$ cat src/rtl/seq_pkg.sv
// Shared mode encodings and helpers for the sequence counter.
// Mode codes match the 2-bit mode input.
package seq_pkg;

    localparam logic [1:0] MODE_BIN  = 2'd0;
    localparam logic [1:0] MODE_GRAY = 2'd1;
    localparam logic [1:0] MODE_JOHN = 2'd2;
    localparam logic [1:0] MODE_RING = 2'd3;

    // Caller zero-extends; a vector is one-hot when exactly one bit is set.
    function automatic logic is_onehot(input logic [31:0] v);
        return (v != 32'd0) && ((v & (v - 32'd1)) == 32'd0);
    endfunction

endpackage

$ cat src/rtl/seq_gray_enc.sv
// Combinational binary-to-Gray encoder.
module seq_gray_enc #(
    parameter int WIDTH = 3
) (
    input  logic [WIDTH-1:0] bin,
    output logic [WIDTH-1:0] gray
);

    assign gray = bin ^ (bin >> 1);

endmodule

$ cat src/rtl/seq_counter_gen.sv
// Up/down sequence generator: binary, Gray, Johnson and one-hot ring outputs,
// with programmable modulus, load, enable and a registered terminal-count pulse.
module seq_counter_gen
    import seq_pkg::*;
#(
    parameter int WIDTH = 3
) (
    input  logic             clk,
    input  logic             rst,
    input  logic             en,
    input  logic             ud,
    input  logic [1:0]       mode,
    input  logic [WIDTH-1:0] mod_max,
    input  logic             ld,
    input  logic [WIDTH-1:0] ld_val,
    output logic [WIDTH-1:0] qf,
    output logic             tc
);

    localparam logic [WIDTH-1:0] ONE = {{(WIDTH-1){1'b0}}, 1'b1};

    logic [1:0]       mode_q, mode_d;
    logic [WIDTH-1:0] idx_q, idx_d;
    logic [WIDTH-1:0] qf_q, qf_d;
    logic             tc_q, tc_d;
    logic [WIDTH-1:0] shift_d;
    logic [WIDTH-1:0] idx_gray;
    logic [WIDTH-1:0] shift_nxt;

    seq_gray_enc #(.WIDTH(WIDTH)) u_gray_enc (
        .bin  (idx_d),
        .gray (idx_gray)
    );

    // idx drives binary/Gray; shift_d holds the Johnson/ring pattern directly.
    always_comb begin
        mode_d    = mode_q;
        idx_d     = idx_q;
        shift_d   = qf_q;
        tc_d      = 1'b0;
        shift_nxt = qf_q;

        if (mode != mode_q) begin
            mode_d  = mode;
            idx_d   = '0;
            shift_d = (mode == MODE_RING) ? ONE : '0;
        end else if (mode_q == MODE_BIN || mode_q == MODE_GRAY) begin
            if (ld) begin
                idx_d = (ld_val > mod_max) ? mod_max : ld_val;
            end else if (en) begin
                if (idx_q > mod_max) begin
                    // Modulus was lowered below the current index: re-enter range silently.
                    idx_d = ud ? '0 : mod_max;
                end else if (ud) begin
                    if (idx_q == mod_max) begin
                        idx_d = '0;
                        tc_d  = 1'b1;
                    end else begin
                        idx_d = idx_q + ONE;
                    end
                end else begin
                    if (idx_q == '0) begin
                        idx_d = mod_max;
                        tc_d  = 1'b1;
                    end else begin
                        idx_d = idx_q - ONE;
                    end
                end
            end
        end else if (mode_q == MODE_JOHN) begin
            if (ld) begin
                shift_d = ld_val;
            end else if (en) begin
                shift_nxt = ud ? {qf_q[WIDTH-2:0], ~qf_q[WIDTH-1]}
                               : {~qf_q[0], qf_q[WIDTH-1:1]};
                shift_d   = shift_nxt;
                tc_d      = (shift_nxt == '0);
            end
        end else begin
            if (ld) begin
                shift_d = ld_val;
            end else if (en) begin
                if (!is_onehot(32'(qf_q))) begin
                    shift_d = ONE;
                end else begin
                    shift_nxt = ud ? {qf_q[WIDTH-2:0], qf_q[WIDTH-1]}
                                   : {qf_q[0], qf_q[WIDTH-1:1]};
                    shift_d   = shift_nxt;
                    tc_d      = (shift_nxt == ONE);
                end
            end
        end
    end

    assign qf_d = (mode_d == MODE_BIN)  ? idx_d    :
                  (mode_d == MODE_GRAY) ? idx_gray : shift_d;

    always_ff @(posedge clk or posedge rst) begin
        if (rst) begin
            mode_q <= MODE_BIN;
            idx_q  <= '0;
            qf_q   <= '0;
            tc_q   <= 1'b0;
        end else begin
            mode_q <= mode_d;
            idx_q  <= idx_d;
            qf_q   <= qf_d;
            tc_q   <= tc_d;
        end
    end

    assign qf = qf_q;
    assign tc = tc_q;

endmodule

$ cat config.mk
export PLATFORM = sky130hd
export DESIGN_NAME = seq_counter_gen
export DESIGN_NICKNAME = d
export VERILOG_FILES = /design/src/rtl/seq_pkg.sv /design/src/rtl/seq_gray_enc.sv /design/src/rtl/seq_counter_gen.sv
export SDC_FILE = /design/constraint.sdc
export NUM_CORES = 1
export LEC_CHECK = 0
export BUFFER_PORTS_ARGS = -buffer_cell sky130_fd_sc_hd__buf_2
export CORE_MARGIN = 2
export CORE_UTILIZATION = 25
export DETAILED_ROUTE_END_ITERATION = 12
export PLACE_DENSITY = 0.52
export SYNTH_ARGS = -nofsm -noshare
export SYNTH_HDL_FRONTEND = slang
export SYNTH_SLANG_ARGS = --single-unit
$ cat constraint.sdc
create_clock -name clk -period 2.5 [get_ports clk]
set_input_delay 0.125 -clock clk [delete_from_list [all_inputs] [get_ports clk]]
set_output_delay 0.125 -clock clk [all_outputs]
set_load 0.03 [all_outputs]
==> flow_metrics.env <==
export IMPL_clock_sinks=9
export IMPL_final_cell_mix="buf_2 (16), nand2_1 (11), nor2_1 (11)"
export IMPL_hold_viol_final=0
export IMPL_yosysUniqueCellTypes=51
export IMPL_drive_gt1_frac=0.2436
export IMPL_drtPass1Iterations=4
export IMPL_cp_required_ns=2.62
export IMPL_dieArea_sq_um=5211
export IMPL_postCtsSetupBuffers=0
export IMPL_path_class="flop to flop"
export IMPL_rsz0062_at_grt="false"
export IMPL_avgRoutedWirePerCell_um=14.66
export IMPL_fmax_mhz=431.6
export IMPL_cp_max_fo=5
export IMPL_drt_iter0_markers=68
export IMPL_slew_viol_final=0
export IMPL_cp_start_kind="flop"
export IMPL_synthCells=140
export IMPL_ys_flop_type="dfrtp_1"
export IMPL_n_antenna_cell=0
export IMPL_die_height_um=72.19
export IMPL_cts_tree="built"
export IMPL_gp_congestion=0.7847
export IMPL_hp_class="primary input to flop"
export IMPL_coreArea_sq_um=4414
export IMPL_worstSetupEndpointType="flop"
export IMPL_synth_area_leaders="dfrtp_1 (19%), ha_1 (9.7%), a2111oi_4 (4.7%)"
export IMPL_die_x_um=72.19
export IMPL_fill_cells=483
export IMPL_via_count=1076
export IMPL_synth_edff_count=0
export IMPL_grt_max_degree=18
export IMPL_totalWireLength_mm=3.049
export IMPL_cts_htree_levels=1
export IMPL_antenna_left=0
export IMPL_num_io_pins=17
export IMPL_track_usage=0.1281
export IMPL_reg2reg_slack_ns=0.18
export IMPL_status="completed"
export IMPL_power_leakage_uw=0.0005811
export IMPL_start_util=0.2633
export IMPL_cp_arrival_ns=2.44
export IMPL_place_hpwl_mm=2.369
export IMPL_period_share=0.9269
export IMPL_final_common_cell="buf_2"
export IMPL_placementRows=24
export IMPL_synth_fp_nets=162
export IMPL_p_per_area_nw_per_um2=400.5
export IMPL_yosysTopAreaCell="dfrtp_1"
export IMPL_yosys_warnings=0
export IMPL_hold_ws_ns=0.05545
export IMPL_setup_viol=0
export IMPL_post_route_min_period_ns=2.317
export IMPL_syn_avg_cell_area_sq_um=8.303
export IMPL_finalNetCount=179
export IMPL_max_cap_violations=0
export IMPL_drc_errors=0
export IMPL_ir_drop_mv=0.1578
export IMPL_synth_top_area_share=0.1938
export IMPL_relSlewSlack=0.6824
export IMPL_fin_skew_ns=0.001551
export IMPL_syn_area_sq_um=1162
export IMPL_setup_tns_final_ns=0
export IMPL_clk_pin_slew_ns=0.05
export IMPL_syn_to_final_growth_pct=17.22
export IMPL_antenna_found_initial=0
export IMPL_synth_async_reset_ratio=1.000
export IMPL_cts_root_buf="clkbuf_8"
export IMPL_grt_pass1_vias=1094
export IMPL_synth_seq_area_share=0.1938
export IMPL_clk_latency_ns=0.23
export IMPL_synth_ff_latch_count=9
export IMPL_max_slew_worst_pin_slew_ns=0.4702
export IMPL_overflow=0
export IMPL_grt_pass1_wl_mm=5.264
export IMPL_viasPerCell=5.173
export IMPL_cts_path_max_buffers=2
export IMPL_io_buffers=16
export IMPL_numCtsBuffers=3
[flip-flops by register name, indices dropped and copies added, names as in the netlist]
name,cells
mode_q,2
idx_q,3
tc,1
qf,3
[logic make-up (layout without fill, tap and decap cells)]
family,count (synthesis),in the layout,share of synthesized area
AND/OR/NAND/NOR,50,50,0.2336
AO/OA/AOI/OAI,44,44,0.3218
buffers and inverters,17,33,0.06458
adder cells (fa/ha/maj),9,9,0.09688
flip-flops,9,9,0.1938
XOR/XNOR,6,6,0.04522
multiplexers,5,5,0.04413
[worst max-delay path: stages (launching register included)]
cell and delay, ns:
dfrtp_1 0.40, ha_1 0.35, a21oi_1 0.23, a21oi_2 0.13
a22oi_1 0.23, o32ai_1 0.12, buf_4 0.16, a211oi_2 0.24
xor2_1 0.10, o221a_1 0.22
[timing repair]
| action | in CTS | in global routing |
|---|---|---|
| endpoints found under the hold margin | 9 | 0 |
| gates resized for setup | 0 | 3 |
| endpoints found under the setup margin | 0 | 1 |
| hold buffers | 1 | 0 |
[power by group]
| part | internal [uW] | switching, uW |
|---|---|---|
| combinational | 85.6 | 120 |
| clock | 111 | 59.4 |
| sequential | 155 | 14.7 |
| total | 351 | 194 |
[through the flow]
| step | instance area, sq um | util | total power [uW] | cells | worst slack, ns |
|---|---|---|---|---|---|
| 6_report | 1363 | 0.3087 | 545.7 | 208 | 0.1829 |
| 5_1_grt | 1363 | 0.3087 | 588.4 | 208 | 0.03707 |
| 4_1_cts | 1344 | 0.3044 | 551.2 | 208 | 0.1688 |
| 3_5_place_dp | 1289 | 0.2920 | 371.4 | 203 | 0.1938 |
| 3_3_place_gp | 1289 | 0.2920 | 372.9 | 203 | 0.2300 |
| 2_1_floorplan | 1162 | - | 320.0 | 140 | 0.3649 |
[per-layer routing]
layer / track usage / routed length [um]
met3: 0.01389 / 117
met2: 0.2018 / 1437
met4: 0.03774 / 13
met1: 0.1840 / 1480
met5: 0 / 0
[area by class of cell]
type | instances | area (sq um) | share of cell area
flip-flops and latches | 9 | 226.5 | 0.1662
repair buffers | 20 | 112.6 | 0.08264
well taps | 52 | 65.06 | 0.04775
inverters | 9 | 33.78 | 0.02479
clock buffers | 4 | 45.04 | 0.03306
multi-input cells | 114 | 879.6 | 0.6455
[synthesized netlist by cell type (all sizes together) (2+ instances only)]
cell	n
nor3	5
clkbuf	4
nand3	4
dfrtp	9
xnor2	3
nand2b	3
a2111oi	4
o21ai	7
mux2i	4
nor2	11
a21boi	2
nor2b	4
nand3b	3
and2	2
xor2	3
ha	9
nand2	11
and3	4
o211ai	2
a211oi	3
a22oi	2
buf	4
a21o	2
a21oi	12
inv	9
[worst paths after layout]
check | to | depth (start not counted) | from
max | qf[1]$_DFFE_PP0P_ | 9 | idx_q[2]$_DFF_PP0_
min | mode_q[0]$_DFF_PP0_ | 1 | mode[0]
max reg2reg | qf[1]$_DFFE_PP0P_ | 9 | idx_q[2]$_DFF_PP0_
min reg2reg | qf[1]$_DFFE_PP0P_ | 1 | qf[1]$_DFFE_PP0P_
max in group asynchronous | idx_q[1]$_DFF_PP0_ | 3 | rst
min in group asynchronous | mode_q[0]$_DFF_PP0_ | 3 | rst
No activity file was read; power rests on OpenSTA's default activity.
